==> config.mk <==
export PLATFORM = sky130hd
export DESIGN_NAME = median9_sequencer
export DESIGN_NICKNAME = d
export VERILOG_FILES = /design/src/rtl/median9_sequencer.sv
export SDC_FILE = /design/constraint.sdc
export NUM_CORES = 1
export LEC_CHECK = 0
export ABC_AREA = 1
export BUFFER_PORTS_ARGS = -buffer_cell sky130_fd_sc_hd__buf_2
export CAP_MARGIN = 10
export CELL_PAD_IN_SITES_DETAIL_PLACEMENT = 1
export CELL_PAD_IN_SITES_GLOBAL_PLACEMENT = 1
export CORE_UTILIZATION = 44
export CTS_CLUSTER_DIAMETER = 30
export DETAILED_ROUTE_END_ITERATION = 8
export PLACE_DENSITY_LB_ADDON = 0.1
export SLEW_MARGIN = 20
export SYNTH_ARGS = -nofsm -noshare
export SYNTH_HDL_FRONTEND = slang
export SYNTH_SLANG_ARGS = --single-unit
==> constraint.sdc <==
create_clock -name clk -period 3.08 [get_ports clk]
set_clock_uncertainty 0.05 [all_clocks]
set_input_delay 0 -clock clk [delete_from_list [all_inputs] [get_ports clk]]
set_output_delay 0 -clock clk [all_outputs]
set_load 0.03 [all_outputs]
==> src/rtl/median9_sequencer.sv <==
`default_nettype none
// ============================================================================
// median9_sequencer
//   Median of a 3x3 window using one shared external compare-exchange unit,
//   stepped through a fixed 19-operation selection network.
// Revision: 1.0
// ============================================================================
module median9_sequencer #(
   parameter int DATA_W = 8
) (
   input  logic                  clk,
   input  logic                  rst,
   input  logic                  in_valid,
   output logic                  in_ready,
   input  logic [9*DATA_W-1:0]   in_window,
   output logic                  out_valid,
   input  logic                  out_ready,
   output logic [DATA_W-1:0]     out_median,
   output logic                  busy,
   output logic [DATA_W-1:0]     cmp_input1,
   output logic [DATA_W-1:0]     cmp_input2,
   input  logic [DATA_W-1:0]     cmp_max,
   input  logic [DATA_W-1:0]     cmp_min
);

   typedef enum logic [1:0] {
      IDLE = 2'd0,
      SORT = 2'd1,
      DONE = 2'd2
   } state_t;

   localparam logic [4:0] LAST_STEP = 5'd18;

   state_t              state;
   logic [4:0]          step;
   logic [DATA_W-1:0]   p [9];
   logic [3:0]          idx_a;
   logic [3:0]          idx_b;

   // Network operation for the current step: p[idx_a] takes the min, p[idx_b] the max.
   always_comb begin
      idx_a = 4'd0;
      idx_b = 4'd0;
      case (step)
         5'd0:  begin idx_a = 4'd1; idx_b = 4'd2; end
         5'd1:  begin idx_a = 4'd4; idx_b = 4'd5; end
         5'd2:  begin idx_a = 4'd7; idx_b = 4'd8; end
         5'd3:  begin idx_a = 4'd0; idx_b = 4'd1; end
         5'd4:  begin idx_a = 4'd3; idx_b = 4'd4; end
         5'd5:  begin idx_a = 4'd6; idx_b = 4'd7; end
         5'd6:  begin idx_a = 4'd1; idx_b = 4'd2; end
         5'd7:  begin idx_a = 4'd4; idx_b = 4'd5; end
         5'd8:  begin idx_a = 4'd7; idx_b = 4'd8; end
         5'd9:  begin idx_a = 4'd0; idx_b = 4'd3; end
         5'd10: begin idx_a = 4'd5; idx_b = 4'd8; end
         5'd11: begin idx_a = 4'd4; idx_b = 4'd7; end
         5'd12: begin idx_a = 4'd3; idx_b = 4'd6; end
         5'd13: begin idx_a = 4'd1; idx_b = 4'd4; end
         5'd14: begin idx_a = 4'd2; idx_b = 4'd5; end
         5'd15: begin idx_a = 4'd4; idx_b = 4'd7; end
         5'd16: begin idx_a = 4'd4; idx_b = 4'd2; end
         5'd17: begin idx_a = 4'd6; idx_b = 4'd4; end
         5'd18: begin idx_a = 4'd4; idx_b = 4'd2; end
         default: begin idx_a = 4'd0; idx_b = 4'd0; end
      endcase
   end

   always_comb begin
      cmp_input1 = '0;
      cmp_input2 = '0;
      if (state == SORT) begin
         cmp_input1 = p[idx_a];
         cmp_input2 = p[idx_b];
      end
   end

   always_ff @(posedge clk) begin
      if (rst) begin
         state      <= IDLE;
         step       <= 5'd0;
         out_valid  <= 1'b0;
         out_median <= '0;
         in_ready   <= 1'b1;
         busy       <= 1'b0;
         for (int k = 0; k < 9; k++) begin
            p[k] <= '0;
         end
      end else begin
         case (state)
            IDLE: begin
               if (in_valid && in_ready) begin
                  for (int k = 0; k < 9; k++) begin
                     p[k] <= in_window[DATA_W*k +: DATA_W];
                  end
                  step     <= 5'd0;
                  state    <= SORT;
                  in_ready <= 1'b0;
                  busy     <= 1'b1;
               end
            end
            SORT: begin
               p[idx_a] <= cmp_min;
               p[idx_b] <= cmp_max;
               if (step == LAST_STEP) begin
                  // The final operation writes p[4], so take the median from the comparator.
                  if (idx_a == 4'd4) begin
                     out_median <= cmp_min;
                  end else if (idx_b == 4'd4) begin
                     out_median <= cmp_max;
                  end else begin
                     out_median <= p[4];
                  end
                  out_valid <= 1'b1;
                  step      <= 5'd0;
                  state     <= DONE;
               end else begin
                  step <= step + 5'd1;
               end
            end
            DONE: begin
               if (out_ready) begin
                  out_valid <= 1'b0;
                  in_ready  <= 1'b1;
                  busy      <= 1'b0;
                  state     <= IDLE;
               end
            end
            default: begin
               out_valid <= 1'b0;
               in_ready  <= 1'b1;
               busy      <= 1'b0;
               step      <= 5'd0;
               state     <= IDLE;
            end
         endcase
      end
   end

endmodule
`default_nettype wire

### Yosys cells after proc, flatten, opt, wreduce, memory -nomap -nowiden

Memory sizes are Yosys's and may differ from the RTL's. A register that Yosys moved wholly into a read port is not among the register bits.
Cells that the tools add are included.

* register bits after elaboration: 18
* RAM bits: 72
* bits in read-only memories: 224
* bits of input ports: 92
* output and inout bits: 27
* word-level logic and storage cells: 83
* memories: 2

Memories
* (name not given): depth 32, bits a word 7, rd ports 1, clocked after memory_dff 1, wr ports 0, RTL line 44 `case (step)`
* p: depth 9, bits a word 8, rd ports 3, clocked after memory_dff 0, wr ports 9, RTL line 36 `logic [DATA_W-1:0] p [9];`

* $add $sub $neg: 1
* equal/unequal tests: 8
* muxes and demuxes: 45
* bitwise gates (word level): 12
* reductions and logical operators: 9

Operators with widths (count)
* $mux W8: 15
* $mux W5: 4
* $mux W1: 16
* $reduce_or A8 Y1: 2
* $pmux W5 S3: 1
* $or A1 B1 Y1: 9
* $pmux W1 S3: 3
* $reduce_and A3 Y1: 3
* $eq A4 B3 Y1 const B: 2
* $mux W4: 2
* $mux W2: 3
* $pmux W2 S3: 1
* $add A5 B1 Y5 const B: 1
* $eq A5 B5 Y1 const B: 1
* $ne A2 B2 Y1 const B: 2
* $reduce_and A2 Y1: 2
* $not A1 Y1: 3
* $eq A2 B1 Y1 const B: 1
* $eq A2 B2 Y1 const B: 1
* $logic_not A2 Y1: 1
* $ne A2 B1 Y1 const B: 1
* $logic_and A1 B1 Y1: 1

### Depth between registers and ports, before layout

Gate-level depths: netlist of run 1.

* depth after elaboration: 7
* mapped depth: 16
* gate-level depth less buffers: 16

### Least setup slack after synthesis of run 1

Ideal clock, no wire load.

* kind: register to register
* from: reg, netlist name idx_b[0]
* to: mem p[9][0] (enable)
* setup time: 0.395 ns
* data arrival time: 1.818 ns
* required time: 2.635 ns
* slack: 0.818 ns
* stages on the path, launching flop included: 6
* path buffers: 1
* period minus slack after synthesis: 2.262 ns
* cell sequence: dfxtp_1 inv_1 nor2_2 buf_2 inv_1 nor4_1

RTL lines (RTL line)
* end: declaration: 36

==> summary.txt, run 1 <==
Top Family by Delay on Critical Path -> simple AND/OR/NAND/NOR gates
Reg2Reg Capture Point -> p[2][2]
Outcome -> complete, but fails checks
Power Density -> 535.9 nW/um2
Initial DRC Count -> 798
Reg2reg path depth -> 7
Largest stage delay, worst path -> 590 ps
Post-DRT Antenna Nets -> 0
Largest net degree at the start of global routing -> 37
Syn Std Cell Area -> 8222 um2
Least-Margin Pin Slew -> 878.3 ps
Combinational share of power -> 0.189
Most used cell, CP -> nand2_2
Met2 wire length -> 15.95 mm
Leak -> 0.004280 uW
Clock Latency Late Sink -> 430 ps
Sequential power share -> 0.453
Top-Level Pins -> 119
WP data arrival -> 3170 ps
Post-synthesis async set-or-reset flop share -> 0
Port bufs -> 118
Final-report hold violation count -> 0
Req. time, crit path -> 3340 ps
Internal power -> 3878 uW
Worst slew margin -> 0.4119
Dpl hpwl -> 23.02 mm
Routability congestion estimate -> 0.9449
VDD IR max -> 417.4 uV
Die W -> 138.7 um
Initial core utilization -> 0.4530
Worst hold path cell count -> 5
Layout Nets -> 1242
CTS tree -> yes
Site Rows -> 49
Clk sinks -> 153
Final Instance Area -> 10450 um2
Synth cell types -> 33
Hold path endpoint -> p[3][1]
Kind of end point of the critical path -> register
Cell Chain, Critical Path -> nand2_2, nor2_4, nand2_2, nor2_1, nand2_1, a31oi_1, dlygate4sd3_1
MaxCap Viol Count -> 0
Commonest non-fill, non-tap cell in the layout -> nand2_1
Core ar. -> 18150 um2
H-tree depth -> 4
Reg-to-reg slack, setup -> 170 ps
Failing checks -> design-rule violations
WL met1 -> 13.37 mm
WL met3 -> 2.634 mm
Clk buf depth -> 2
Final wirelength -> 33.17 mm
Post-Synthesis Net Count -> 1041
Hold path start -> in_window[25]
Commonest cells after routing, fill and taps aside -> nand2_1, edfxtp_1, buf_2
Initial antenna violation count -> 0
Max Freq -> 343.3 MHz
Slowest cell on crit path -> dlygate4sd3_1
Die Footprint -> 19240 um2
Cells after DPL -> 1277
Crit path launch type -> register
Most common flop cell mapped by yosys -> edfxtp_1
Post-Layout Cell Count -> 1385
Total congestion overflow -> 0
Post-route minimum period -> 2913 ps
Root Buffer -> clkbuf_16
Setup TNS -> 0 ps
Final Setup Violations -> 0
Max FO, Critical Path -> 14
Max-slew violation count -> 0
Via count -> 8320
Critical Setup Path Class -> reg2reg
Syn Inst Count -> 942
Net Switching -> 1720 uW
Worst hold slack -> 16.94 ps
Clk slew on worst S/H paths -> 70 ps
Reg2reg start -> state[0]
Routed length per instance -> 23.95 um
Synth Register Bits -> 153
Avg Inst Size Synth -> 8.728 um2
Vias per cell -> 6.007
Number of diodes -> 0
Post-layout total power -> 5599 uW
Tcrit/Tclk final -> 0.9458
Synth Warn # -> 0
Chip Height -> 138.7 um
Uppermost layer routed -> met4
Post-place instance area -> 9134 um2
Clock Power Share -> 0.358
Cts bufs inserted -> 17
Residual DRC -> 14
Vias in the first global route -> 8573
Worst path bufs/invs -> 1
Area Growth Syn to Fin -> 27.07%
Post-synth EDFFs -> 128
RSZ-0062 raised after global routing -> false
Hold WC Path Type -> in2reg
Seq/Total Area, Yosys -> 0.5284
First-pass GRT wire length -> 50.32 mm
TritonRoute pass-1 iters -> 7
Worst setup path startpoint -> state[0]
Switching share of power -> 0.3073
Ratio of cells with drive above 1 in the final layout -> 0.1773
GRT Resource Usage Total -> 0.3516
==> per-layer routing <==
metal  global-route usage  vias up
met2               0.5904      400
met5                    0        -
met4               0.1573        0
met1               0.4337     4055
met3              0.07977      103
li1                     -     3762
==> power by group through the flow <==
stage	clock [uW]	combinational (uW)	sequential, uW
finish	2010	1060	2540
global route	2100	1130	2540
CTS	2000	1030	2530
detailed placement	0	941	2570
global placement	0	923	2570
floorplan	0	570	2510
==> worst min-delay path: stages <==
cell	delay, ps
buf_2	80
nand2_1	50
o21ai_0	90
nand2_1	60
o21ai_1	90
==> registers in the layout, summed over array words and instances (netlist names), 2 cells and up <==
name / count
idx_a: 3
state: 2
idx_b: 4
out_median: 8
p: 128
step: 5
==> worst max-delay path by stage <==
stage	to	cells after the start
2_1_floorplan	p[9][0]	5
6_report	p[2][2]	7
5_1_grt	p[1][1]	7
3_5_place_dp	idx_b[1]	13
4_1_cts	p[1][1]	8
3_3_place_gp	idx_b[1]	14
==> through the flow <==
stage          utilization  worst slack, ps
2_1_floorplan            -            817.7
3_3_place_gp        0.5033            687.4
6_report            0.5757            166.9
5_1_grt             0.5757            14.96
3_5_place_dp        0.5033            575.2
4_1_cts             0.5756            251.6
==> logic make-up (layout without fill, tap and decap cells) <==
logic type | count (synthesis) | in the layout | synth area share
AO/OA/AOI/OAI | 279 | 279 | 0.2053
flip-flops | 153 | 153 | 0.5284
adder cells (fa/ha/maj) | 7 | 7 | 0.01065
buffers and inverters | 103 | 317 | 0.05189
AND/OR/NAND/NOR | 400 | 400 | 0.2038
==> cells in the mapped netlist, drive strengths merged (7+ instances only) <==
cell type | n | area, um2
a21oi | 83 | 419.2
a22oi | 75 | 563.0
a31oi | 30 | 187.7
buf | 26 | 137.6
clkbuf | 18 | 67.56
dfxtp | 25 | 500.5
edfxtp | 128 | 3844
ha | 7 | 87.58
inv | 57 | 214.0
nand2 | 261 | 989.7
nand3 | 45 | 235.2
nand4 | 7 | 43.79
nor2 | 76 | 342.8
o211ai | 8 | 60.06
o21ai | 70 | 350.3
==> final cells by class <==
type	instances	area (um2)
Sequential cell	153	4344
Fill cell	2163	7700
Tap cell	229	286.5
Timing Repair Buffer	226	1592
Clock inverter	14	122.6
Clock buffer	18	429.2
Inverter	59	222.7
Multi-Input combinational cell	686	3451
==> repair_timing <==
item,CTS,global route
endpoints found under the hold margin,115,0
endpoints found under the setup margin,0,2
hold buffers,76,0
buffers inserted,0,0
resized for setup,0,1
No activity file was read; power rests on OpenSTA's default activity.
==> inputs of run 2 (changes only) <==
PLACE_DENSITY = 0.91   (was not set)
PLACE_DENSITY_LB_ADDON = not set   (was 0.1)
==> run 2 against run 1 <==
Against the previous run:
- the run still ends with design-rule violations left
- fmax decreased by 0.31%
- worst hold slack worse by 4.9 ps
- total power increased by 0.61%
- register-to-register slack barely moved
- utilization fell by 0.51 points
- combinational power about the same
- global-route usage up 1.5 points
- non-clock buffer count decreased by 10
- clock power barely moved
- sequential power about the same
- sequential share of layout area grew 0.37 points
- clock-buffer cell count grew 2
- largest power group unchanged
==> summary.txt, run 2 (same netlist as run 1, synthesis figures left out) <==
Outcome -> complete, but fails checks (unchanged)
Failing checks -> design-rule violations (unchanged)
Initial DRC Count -> 1158 (was 798)
Final wirelength -> 34.91 mm (was 33.17 mm)
Largest net degree at the start of global routing -> 40 (was 37)
WP data arrival -> 3170 ps (about the same)
Reg2reg start -> state[0] (unchanged)
Hold WC Path Type -> in2reg (unchanged)
Worst setup path startpoint -> state[0] (unchanged)
Post-route minimum period -> 2922 ps (was 2913 ps)
Via count -> 8723 (was 8320)
Multi-input logic area -> 3456 um2 (was 3451 um2)
Cts bufs inserted -> 17 (unchanged)
Routed length per instance -> 25.41 um (was 23.95 um)
Max FO, Critical Path -> 17 (was 14)
GRT Resource Usage Total -> 0.3671 (was 0.3516)
Final Setup Violations -> 0 (unchanged)
Vias per cell -> 6.349 (was 6.007)
RSZ-0062 raised after global routing -> false (unchanged)
Commonest non-fill, non-tap cell in the layout -> nand2_1 (unchanged)
H-tree depth -> 4 (unchanged)
Chip Height -> 138.7 um (unchanged)
MaxCap Viol Count -> 0 (unchanged)
Clock Latency Late Sink -> 440 ps (was 430 ps)
Dpl hpwl -> 23.41 mm (was 23.02 mm)
Die Footprint -> 19240 um2 (unchanged)
Worst slew margin -> 0.3385 (was 0.4119)
Kind of end point of the critical path -> register (unchanged)
Reg-to-reg slack, setup -> 160 ps (was 170 ps)
Area Growth Syn to Fin -> 25.95% (was 27.07%)
Post-layout total power -> 5633 uW (was 5599 uW)
Max reg flops -> 128 (unchanged)
Register area -> 4344 um2 (unchanged)
Number of diodes -> 0 (unchanged)
Routability congestion estimate -> 0.9888 (was 0.9449)
Top-Level Pins -> 119 (unchanged)
Post-DRT Antenna Nets -> 0 (unchanged)
Port bufs -> 118 (unchanged)
Req. time, crit path -> 3330 ps (was 3340 ps)
Clk slew on worst S/H paths -> 80 ps (was 70 ps)
Clk buf depth -> 2 (unchanged)
Ratio of cells with drive above 1 in the final layout -> 0.1729 (was 0.1773)
Max-slew violation count -> 0 (unchanged)
Initial antenna violation count -> 1 (was 0)
Biggest registers after layout -> p: 128 flops, out_median: 8 flops, step: 5 flops (unchanged)
Commonest cells after routing, fill and taps aside -> nand2_1, edfxtp_1, buf_2 (unchanged)
VDD IR max -> 354.8 uV (was 417.4 uV)
Least-Margin Pin Slew -> 988.0 ps (was 878.3 ps)
Leak -> 0.004210 uW (was 0.004280 uW)
Clk sinks -> 153 (unchanged)
Total congestion overflow -> 0 (unchanged)
Reg2reg path depth -> 7 (unchanged)
Site Rows -> 49 (unchanged)
Residual DRC -> 8 (was 14)
Critical Setup Path Class -> reg2reg (unchanged)
Crit path launch type -> register (unchanged)
Power Density -> 544.0 nW/um2 (was 535.9 nW/um2)
Tcrit/Tclk final -> 0.9488 (was 0.9458)
Vias in the first global route -> 9004 (was 8573)
Final-report hold violation count -> 0 (unchanged)
TritonRoute pass-1 iters -> 8 (was 7)
Largest Register -> p (unchanged)
Initial core utilization -> 0.4530 (unchanged)
Filler Cells Inserted -> 2117 (was 2163)
Worst setup path endpoint -> p[1][6] (was p[2][2])
Die W -> 138.7 um (unchanged)
Layout Nets -> 1232 (was 1242)
Max Freq -> 342.2 MHz (was 343.3 MHz)
Setup TNS -> 0 ps (unchanged)
CTS tree -> yes (unchanged)
Core ar. -> 18150 um2 (unchanged)
Reg2Reg Capture Point -> p[1][6] (was p[2][2])
Root Buffer -> clkbuf_16 (unchanged)
First-pass GRT wire length -> 52.63 mm (was 50.32 mm)
## run 2: cell types whose count changed in the layout (fill, tap and decap cells not counted)
cell | previous run | this run
clkbuf_1 | 1 | 3
clkinvlp_4 | 1 | 2
clkinv_4 | 4 | 3
dlygate4sd3_1 | 76 | 73
clkinv_1 | 3 | 2
nor2_1 | 65 | 63
buf_4 | 32 | 25
nor2_2 | 5 | 7
inv_6 | 3 | 1
## run 2: area by class of cell
type / instances / share of cell area
clock inverters: 11 / 0.009667
flip-flops and latches: 153 / 0.4195
multi-input cells: 686 / 0.3337
repair buffers: 216 / 0.1457
clock buffers: 20 / 0.04217
well taps: 229 / 0.02767
inverters: 59 / 0.02151
## run 2: through the flow
stage	util	setup WS (ps)	instances	hold slack [ps]	instance area [um2]
after detailed placement	0.5004	558.2	1270	251.3	9081
after floorplan	-	817.7	942	48.87	8222
final	0.5706	157.8	1374	12.06	10350
after CTS	0.5703	143.9	1374	1.655	10350
after global placement	0.5004	694.0	1270	251.2	9081
after global routing	0.5706	63.61	1374	10.27	10350
## run 2: how the worst min path moves through the flow
| stage | from | endpoint | slack (ps) | depth (start not counted) |
|---|---|---|---|---|
| global placement | in_window[67] | p[8][3] | 250 | 3 |
| CTS | cmp_min[3] | p[1][3] | 2 | 3 |
| finish | cmp_min[3] | p[7][3] | 10 | 3 |
| floorplan | cmp_max[0] | p[10][0] | 50 | 0 |
| detailed placement | in_window[67] | p[8][3] | 250 | 3 |
| global route | cmp_min[3] | p[7][3] | 10 | 3 |
## run 2: per-layer routing
| layer | track usage | vias to the layer above | part of all wire | wire length (um) |
|---|---|---|---|---|
| li1 | - | 3741 | - | - |
| met4 | 0.2117 | 2 | 0.061 | 2118 |
| met2 | 0.6011 | 589 | 0.46 | 16220 |
| met5 | 0 | - | 0.00037 | 13 |
| met3 | 0.08874 | 177 | 0.099 | 3458 |
| met1 | 0.4439 | 4214 | 0.38 | 13100 |
## run 2: critical path, cell delays in order, from the launching register on
cell	delay, ps
dfxtp_1	400
nand2_2	250
nor2_4	510
nand2_2	240
nor2_2	440
nand2_1	120
a31oi_1	180
dlygate4sd3_1	580
## run 2: what timing repair did
action,CTS,global route
resized for setup,0,3
endpoints found under the setup margin,0,5
buffers inserted,0,0
endpoints found under the hold margin,111,0
hold buffers,73,0
## run 2: power by group
group          internal (uW)  total, uW  switching (uW)
logic                    354       1080             728
registers               2410       2540             133
clock network           1110       2010             906
total                   3870       5630            1770
